[src/rtl/memory_lsu.sv]
`default_nettype none
// ============================================================================
// Module   : memory_lsu
// Brief    : In-order load/store unit for a multi-lane issue bundle; serves
//            memory lanes one request at a time, lowest lane first.
//            Optional macro MEM_MISALIGN_CHECK_EN enables misalignment traps.
// Revision : 1.0 - initial release
// ============================================================================
module memory_lsu #(
  parameter int LANES = 2,
  parameter int DW    = 32
) (
  input  logic                       clk,
  input  logic                       resetn,
  input  logic                       in_valid,
  output logic                       in_ready,
  input  logic [LANES-1:0]           mem_read_ena,
  input  logic [LANES-1:0]           mem_write_ena,
  input  logic [LANES-1:0][2:0]      mem_type,
  input  logic [LANES-1:0][DW-1:0]   addr,
  input  logic [LANES-1:0][DW-1:0]   write_data,
  input  logic [LANES-1:0][DW-1:0]   result,
  input  logic [LANES-1:0]           write_reg_need,
  input  logic [LANES-1:0][4:0]      write_reg_addr,
  output logic                       dreq_valid,
  input  logic                       dreq_ready,
  output logic                       dreq_we,
  output logic [DW-1:0]              dreq_addr,
  output logic [3:0]                 dreq_wstrb,
  output logic [DW-1:0]              dreq_wdata,
  input  logic                       dresp_valid,
  input  logic [DW-1:0]              dresp_rdata,
  output logic                       out_valid,
  input  logic                       out_ready,
  output logic [LANES-1:0][DW-1:0]   cmt_result,
  output logic [LANES-1:0]           cmt_write_reg_need,
  output logic [LANES-1:0][4:0]      cmt_write_reg_addr,
  output logic [LANES-1:0]           cmt_exc
);

  localparam int LW = (LANES > 1) ? $clog2(LANES) : 1;

  typedef enum logic [1:0] {
    S_IDLE = 2'd0,
    S_REQ  = 2'd1,
    S_WAIT = 2'd2,
    S_DONE = 2'd3
  } state_t;

  state_t r_state;
  state_t w_state_nxt;

  logic [LANES-1:0]          r_load;
  logic [LANES-1:0]          r_store;
  logic [LANES-1:0]          r_pend;
  logic [LANES-1:0][2:0]     r_type;
  logic [LANES-1:0][DW-1:0]  r_addr;
  logic [LANES-1:0][DW-1:0]  r_wdata;
  logic [LANES-1:0][DW-1:0]  r_result;
  logic [LANES-1:0]          r_wrn;
  logic [LANES-1:0][4:0]     r_wra;

  logic                      w_accept;
  logic [LANES-1:0]          w_supp;
  logic [LW-1:0]             w_cur;
  logic [LANES-1:0]          w_cur_onehot;
  logic [LANES-1:0]          w_pend_left;
  logic [2:0]                w_cur_type;
  logic [1:0]                w_cur_a;
  logic [DW-1:0]             w_cur_wdata;
  logic                      w_is_byte;
  logic                      w_is_half;
  logic [15:0]               w_lo;
  logic [DW-1:0]             w_load_ext;
  logic [3:0]                w_strb;

  assign w_accept = (r_state == S_IDLE) && in_valid;

`ifdef MEM_MISALIGN_CHECK_EN
  logic [LANES-1:0] w_mis;
  logic [LANES-1:0] w_exc_in;
  logic [LANES-1:0] r_exc;

  generate
    for (genvar g = 0; g < LANES; g++) begin : g_mis
      assign w_mis[g] = (mem_read_ena[g] | mem_write_ena[g]) &&
                        (((mem_type[g][1:0] == 2'b01) && addr[g][0]) ||
                         (mem_type[g][1] && (addr[g][1:0] != 2'b00)));
    end
  endgenerate

  // The first misaligned lane traps; it and every later lane are squashed.
  always_comb begin
    w_supp   = '0;
    w_exc_in = '0;
    for (int i = 0; i < LANES; i++) begin
      if (i == 0) begin
        w_exc_in[i] = w_mis[i];
        w_supp[i]   = w_mis[i];
      end else begin
        w_exc_in[i] = w_mis[i] & ~w_supp[i-1];
        w_supp[i]   = w_mis[i] | w_supp[i-1];
      end
    end
  end

  always_ff @(posedge clk) begin
    if (!resetn) begin
      r_exc <= '0;
    end else if (w_accept) begin
      r_exc <= w_exc_in;
    end
  end

  assign cmt_exc = r_exc;
`else
  assign w_supp  = '0;
  assign cmt_exc = '0;
`endif

  // Lowest pending lane; descending loop so the smallest index wins.
  always_comb begin
    w_cur = '0;
    for (int i = LANES - 1; i >= 0; i--) begin
      if (r_pend[i]) begin
        w_cur = LW'(i);
      end
    end
  end

  assign w_cur_onehot = LANES'(1) << w_cur;
  assign w_pend_left  = r_pend & ~w_cur_onehot;
  assign w_cur_type   = r_type[w_cur];
  assign w_cur_a      = r_addr[w_cur][1:0];
  assign w_cur_wdata  = r_wdata[w_cur];
  assign w_is_byte    = (w_cur_type[1:0] == 2'b00);
  assign w_is_half    = (w_cur_type[1:0] == 2'b01);

  always_comb begin
    w_strb = 4'b1111;
    if (w_is_byte) begin
      w_strb = 4'b0001 << w_cur_a;
    end else if (w_is_half) begin
      w_strb = 4'b0011 << w_cur_a;
    end
  end

  always_comb begin
    w_lo       = 16'(dresp_rdata >> {w_cur_a, 3'b000});
    w_load_ext = dresp_rdata;
    if (w_is_byte) begin
      w_load_ext = {{(DW-8){~w_cur_type[2] & w_lo[7]}}, w_lo[7:0]};
    end else if (w_is_half) begin
      w_load_ext = {{(DW-16){~w_cur_type[2] & w_lo[15]}}, w_lo};
    end
  end

  always_comb begin
    w_state_nxt = r_state;
    case (r_state)
      S_IDLE: begin
        if (in_valid) begin
          w_state_nxt = (((mem_read_ena | mem_write_ena) & ~w_supp) != '0) ? S_REQ : S_DONE;
        end
      end
      S_REQ: begin
        if (dreq_ready) begin
          w_state_nxt = S_WAIT;
        end
      end
      S_WAIT: begin
        if (dresp_valid) begin
          w_state_nxt = (w_pend_left != '0) ? S_REQ : S_DONE;
        end
      end
      S_DONE: begin
        if (out_ready) begin
          w_state_nxt = S_IDLE;
        end
      end
      default: w_state_nxt = S_IDLE;
    endcase
  end

  always_ff @(posedge clk) begin
    if (!resetn) begin
      r_state <= S_IDLE;
      r_wrn   <= '0;
    end else begin
      r_state <= w_state_nxt;
      if (w_accept) begin
        r_wrn <= write_reg_need & ~w_supp;
      end
    end
  end

  // Payload registers; only meaningful while the FSM is out of IDLE.
  always_ff @(posedge clk) begin
    if (w_accept) begin
      r_load   <= mem_read_ena & ~mem_write_ena;
      r_store  <= mem_write_ena;
      r_pend   <= (mem_read_ena | mem_write_ena) & ~w_supp;
      r_type   <= mem_type;
      r_addr   <= addr;
      r_wdata  <= write_data;
      r_result <= result;
      r_wra    <= write_reg_addr;
    end else if ((r_state == S_WAIT) && dresp_valid) begin
      if (r_load[w_cur]) begin
        r_result[w_cur] <= w_load_ext;
      end
      r_pend <= w_pend_left;
    end
  end

  assign in_ready   = (r_state == S_IDLE);
  assign out_valid  = (r_state == S_DONE);
  assign dreq_valid = (r_state == S_REQ);
  assign dreq_we    = (r_state == S_REQ) & r_store[w_cur];
  assign dreq_wstrb = (r_state == S_REQ) ? w_strb : 4'b0000;
  assign dreq_addr  = {r_addr[w_cur][DW-1:2], 2'b00};

  always_comb begin
    dreq_wdata = w_cur_wdata;
    if (w_is_byte) begin
      dreq_wdata = {(DW/8){w_cur_wdata[7:0]}};
    end else if (w_is_half) begin
      dreq_wdata = {(DW/16){w_cur_wdata[15:0]}};
    end
  end

  assign cmt_result         = r_result;
  assign cmt_write_reg_need = r_wrn;
  assign cmt_write_reg_addr = r_wra;

endmodule
`default_nettype wire

[config.mk]
export PLATFORM = sky130hd
export DESIGN_NAME = memory_lsu
export DESIGN_NICKNAME = d
export VERILOG_FILES = /design/src/rtl/memory_lsu.sv
export SDC_FILE = /design/constraint.sdc
export NUM_CORES = 1
export LEC_CHECK = 0
export ABC_AREA = 0
export CAP_MARGIN = 40
export CORE_AREA = 2 2 159 161
export DETAILED_ROUTE_END_ITERATION = 8
export DIE_AREA = 0 0 161 163
export PLACE_DENSITY = 0.79
export SLEW_MARGIN = 20
export SYNTH_ARGS = -nofsm -noshare
export SYNTH_HDL_FRONTEND = slang
export SYNTH_SLANG_ARGS = --single-unit
[constraint.sdc]
create_clock -name clk -period 5.5 [get_ports clk]
set_input_delay 0.825 -clock clk [delete_from_list [all_inputs] [get_ports clk]]
set_output_delay 0.825 -clock clk [all_outputs]
set_load 0.1 [all_outputs]
# Yosys cells after proc, flatten, opt, wreduce, memory -nomap -nowiden
# Cells that the tools add are included.
[op_classes] order_cmp=2 eq_ne=8 shift=4 n_mux=34 bitwise_logic=9 n_reduce_logical=11
[op_table] operator="$mux W32" count=9
[op_table] operator="$mux W64" count=3
[op_table] operator="$bwmux W64" count=1
[op_table] operator="$demux W32 S1" count=1
[op_table] operator="$shr A32 B5 Y16" count=1
[op_table] operator="$mux W2" count=8
[op_table] operator="$mux W4" count=3
[op_table] operator="$pmux W2 S4" count=1
[op_table] operator="$reduce_bool A2 Y1" count=4
[op_table] operator="$mux W1" count=6
[op_table] operator="$mux W3" count=2
[op_table] operator="$and A2 B2 Y2" count=2
[op_table] operator="$eq A2 B1 Y1 const B" count=2
[op_table] operator="$eq A2 B2 Y1 const B" count=2
[op_table] operator="$logic_not A2 Y1" count=2
[op_table] operator="$ne A2 B1 Y1 const B" count=2
[op_table] operator="$ne A2 B2 Y1 const B" count=2
[op_table] operator="$not A2 Y2" count=2
[op_table] operator="$reduce_and A4 Y1" count=1
[op_table] operator="$shl A1 B2 Y4 const A" count=1
[op_table] operator="$shl A2 B2 Y4 const A" count=1
[op_table] operator="$and A1 B1 Y1" count=3
[op_table] operator="$logic_and A1 B1 Y1" count=3
[op_table] operator="$lt A1 B2 Y1 const B" count=1
[op_table] operator="other kinds (5)" count=5
[word_totals] register_bits=218 elab_cells=83

# Logic depth before layout (Yosys ltp)
[logic_depth] ltp_word=12 depth_mapped=9 ltp_nobuf=6

# Worst setup path before layout
# OpenSTA, ideal clock, no wires.
[synth_path] path_type="input -> register" startpoint="input port in_valid" endpoint="register r_result, in the netlist cmt_result[48], data pin" setup_time_ns=0.163 t_arrival_ns=5.889 path_slack_ns=-0.552 path_stages=6 n_path_buf=1 cell_sequence="nor2b_1 nand2b_1 inv_2 clkbuf_1 nand2_1 o21ai_2"
[synth_via] elab_chain_cells=2
[synth_lines] element="start: declaration" line_no="15" source="input logic in_valid,"
[synth_lines] element="$logic_and A1 B1 Y1" line_no="77" source="assign w_accept = (r_state == S_IDLE) && in_valid;"
[synth_lines] element="named net w_accept" line_no="63" source="logic w_accept;"
[synth_lines] element="$mux W64" line_no="199" source="if (w_accept) begin"
[synth_lines] element="end signal: assignment" line_no="206" source="r_result <= result;"
[synth_lines] element="end signal: indexed assignment" line_no="210" source="r_result[w_cur] <= w_load_ext;"
[synth_lines] element="end: declaration" line_no="59" source="logic [LANES-1:0][DW-1:0] r_result;"
# The timed path passes the listed nets, and every way through them passes these cells.
# A chain may end at the register's enable or synchronous reset.

# Worst setup path after layout
[layout_path] startpoint="register r_pend[0]" endpoint="output port dreq_wdata[24]"
[layout_via] elab_chain_cells=6 elab_cells_between_ends=9 classes_between="eq/ne (1); mux (7); reduce/logical (1)"
[layout_lines] element="start: declaration" line_no="55" source="logic [LANES-1:0] r_pend;"
[layout_lines] element="start signal: assignment" line_no="202" source="r_pend <= (mem_read_ena | mem_write_ena) & ~w_supp;"
[layout_lines] element="start signal: assignment" line_no="212" source="r_pend <= w_pend_left;"
[layout_lines] element="$mux W1 *" line_no="125" source="if (r_pend[i]) begin"
[layout_lines] element="$mux W3 (not written as such) (2 in series)" line_no="133" source="assign w_cur_type = r_type[w_cur];"
[layout_lines] element="$eq A2 B1 Y1" line_no="137" source="assign w_is_half = (w_cur_type[1:0] == 2'b01);"
[layout_lines] element="$mux W32" line_no="227" source="end else if (w_is_half) begin"
[layout_lines] element="$mux W32 *" line_no="225" source="if (w_is_byte) begin"
[layout_lines] element="end: declaration" line_no="30" source="output logic [DW-1:0] dreq_wdata,"
# Every way passes the cells marked *; elsewhere a longest branch is shown, timed or not. The select of a mux whose other input is x is not followed.

==> summary.txt <==
Worst setup path
  – Top cell by count, worst path: buf_4
  – CP max stage delay: between 600 and 700 ps
  – Critical Path Sink: dreq_wdata[24]
  – Worst R2R Start: r_pend[0]
  – FF-to-FF End: cmt_result[18]
  – R2r worst-path depth: 6
  – Data arrival, critical path: between 3000 and 4000 ps
  – Setup crit start kind: flop
  – Crit-path max FO: 36
  – WS Path Type: flop to output pin
  – Critical path's slowest cell: and2_1
  – Worst path required time: 4680 ps
  – Worst Path Buf+Inv: 2
  – Crit path depth: 7
  – CP top delay family: simple AND/OR/NAND/NOR gates
  – Worst setup EP type: output pin
  – Crit path from: r_pend[0]
  – Crit path cell chain: nand2b_4 > mux2i_4 > buf_4 > and2_1 > a21oi_1 > o21ai_0 > buf_4
  – FF-to-FF setup slack: approximately 1900 ps

Min path
  – Hold path start: cmt_write_reg_need[1]
  – HP Class: flop to flop

Outcome
  – Status: finished, final reports clean

STA
  – Worst hold slack: roughly 470 ps
  – Max Clk Rate: between 200 and 250 MHz
  – Fin Setup TNS: 0 ps
  – Fin crit share: between 80% and 90%
  – Unrepaired setup endpoints after global routing: false
  – Hold Vio Cnt, Final: 0
  – Final setup violation count: 0
  – Relative slew slack: 52.35%
  – Final Skew: roughly 12 ps
  – Fin crit period: between 4000 and 5000 ps
  – Measured slew at the worst slew-check pin: about 710 ps
  – Slew Viols, Final: 0

Clocking
  – Root Buffer Master: clkbuf_16
  – Clock transition at path regs: about 60 ps
  – CTS tree: done
  – Post-CTS sizing: 0
  – Clock latency on the worst-skew pair: a little over 500 ps
  – Post-CTS Setup Inserts: 0
  – Sinks on Clock Net: 218
  – CTS H-tree depth: 1
  – TritonCTS Buffers: 24
  – Maximum buffer depth of the clock tree: 3
  – CTS Hold Bufs: 0

Power
  – Sequential Power Share: 25.3%
  – Tot Pwr: 9.261 mW
  – P_sw: around 4.4 mW
  – Sw Ratio: between 40 and 50%
  – Pwr Density: about 560 nW/um^2
  – Leakage: about 6.4 nW
  – Peak supply drop: 660.6 uV
  – Comb pwr share: approximately 58%
  – P_int: approximately 4.8 mW
  – Clock Power Share: between 10% and 20%

Final layout
  – Nets: 1,512
  – Fraction of layout cells with a size suffix above 1: approximately 18%
  – Commonest non-fill, non-tap cell in the layout: clkdlybuf4s50_1
  – Area delta synth->final: 76.43%
  – Most frequent cells in the layout: 372 x clkdlybuf4s50_1, 214 x edfxtp_1, 206 x nand2_1

Synth
  – Number of synthesized flops with an enable pin: roughly 210
  – Sequential share of the synthesized area: between 60 and 70%
  – Post-synth cell types: 46
  – Synthesized flop and latch total: approximately 220
  – Syn Area/Cell: 12.54 sq um
  – Synthesis warning total: 0
  – Synth Flop Type: edfxtp_1
  – Synthesized area: 9381 sq um
  – Synth Instances: 748
  – FFs w/ async S/R, synth: 0%

GRT
  – Via count of the first global-routing pass: slightly below 9,000
  – Met1 GRT Util: between 20% and 30%
  – Antenna violations before repair: 5
  – Largest net degree at the start of global routing: about 130
  – Total gr overflow: 0
  – Met3 Use GR: under 10%
  – First-pass GRT wire length: a little over 50,000 um
  – GR Layer Usage met2: between 40% and 50%
  – Grt peak-use layer: met2
  – All-Layer GR Usage: between 20% and 30%

Placed design
  – Global placement routability congestion: approximately 0.81
  – I/O Buffers: slightly below 400
  – HPWL Detailed: 26,130 um

Drt
  – Final wirelength: between 30,000 and 40,000 um
  – DRC Markers: 0
  – DR vias/cell: approximately 5.3
  – DRT iter0 DRCs: approximately 770
  – Routed Antenna Nets: 0
  – DR vias: 8,437
  – Wirelength per Cell: approximately 22 um
  – DRT Pass-1 Iters: 6

Floorplanning
  – # rows: slightly below 60
  – Chip height: roughly 160 um
  – Core Region: 24,670 sq um
  – Die Wd: approximately 160 um
  – Initial Util: between 30% and 40%
  – IO Pins: approximately 400
  – Die area: between 20,000 and 30,000 sq um

Flow run
  – Number of max-cap violations: 0
==> tightest hold or removal path: cells and delay by family (launching register included) <==
kind | cells | cell delay [ps]
flip-flops | 1 | 310
AO/OA/AOI/OAI | 1 | 60
AND/OR/NAND/NOR | 1 | 50
==> layer usage <==
layer	up-vias	routed length (um)
li1	3746	-
met1	4050	12090
met2	547	18640
met3	90	3204
met4	4	1314
met5	-	16
==> Yosys cell counts, drive strengths merged (7+ instances only) <==
library cell,instances,area (sq um)
edfxtp,214,6426
nand2,207,777.0
o21ai,90,525.5
a21oi,34,181.4
nor2,27,101.4
mux2i,26,264.0
clkbuf,24,90.09
buf,22,152.6
o22ai,11,68.82
inv,9,33.78
mux2,9,105.1
nor2b,9,56.30
a22oi,8,60.06
o2bb2ai,7,61.31
==> state kept, by name, summed over array words and instances (netlist names) <==
| signal | count |
|---|---|
| r_addr | 64 |
| r_wdata | 64 |
| r_load | 2 |
| r_pend | 2 |
| cmt_result | 64 |
| r_type | 6 |
| r_store | 2 |
| r_state | 2 |
| cmt_write_reg_need | 2 |
| cmt_write_reg_addr | 10 |
==> per-stage QoR <==
stage / setup slack (ps) / instances / instance area (sq um) / utilization [%]
floorplan: 964.1 / 751 / 9394 / -
global placement: 1410 / 1440 / 13600 / 55.13
detailed placement: 1604 / 1564 / 15820 / 64.13
CTS: 995.1 / 1603 / 16540 / 67.05
global route: 868.0 / 1605 / 16550 / 67.07
finish: 1062 / 1606 / 16550 / 67.08
==> power by group through the flow <==
| stage | Sequential (mW) | Combinational (mW) | Clock (mW) |
|---|---|---|---|
| final | 2.34 | 5.41 | 1.51 |
| after floorplan | 3.32 | 2.33 | 0 |
| after global routing | 2.37 | 5.57 | 1.59 |
| after global placement | 2.36 | 4.36 | 0 |
| after CTS | 2.34 | 5.42 | 1.54 |
| after detailed placement | 2.37 | 5.39 | 0 |
==> cell families (layout without fill, tap and decap cells) <==
kind of cell,after synthesis,count (layout),synth area share (%)
flip-flops,218,218,69.35
multiplexers,35,35,3.934
other,1,7,0.03997
buffers and inverters,55,577,2.947
AO/OA/AOI/OAI,177,177,12.36
AND/OR/NAND/NOR,262,262,11.36
==> layout make-up <==
type | instances | area, sq um
Sequential cell | 218 | 6506
Tap cell | 330 | 412.9
Fill cell | 1615 | 8122
Inverter | 9 | 41.29
Clock buffer | 27 | 633.1
Multi-Input combinational cell | 478 | 2661
Timing Repair Buffer | 529 | 6201
Clock inverter | 12 | 88.84
Antenna cell | 3 | 7.507
==> worst min path at each step <==
stage	slack [ps]	to	depth (start not counted)
detailed placement	460	cmt_write_reg_need[1]	2
global placement	460	cmt_write_reg_need[0]	2
finish	470	cmt_write_reg_need[1]	2
floorplan	680	r_pend[1]	2
global route	490	cmt_write_reg_need[1]	2
CTS	480	cmt_write_reg_need[1]	2
Power figures use the tool's default switching activity.
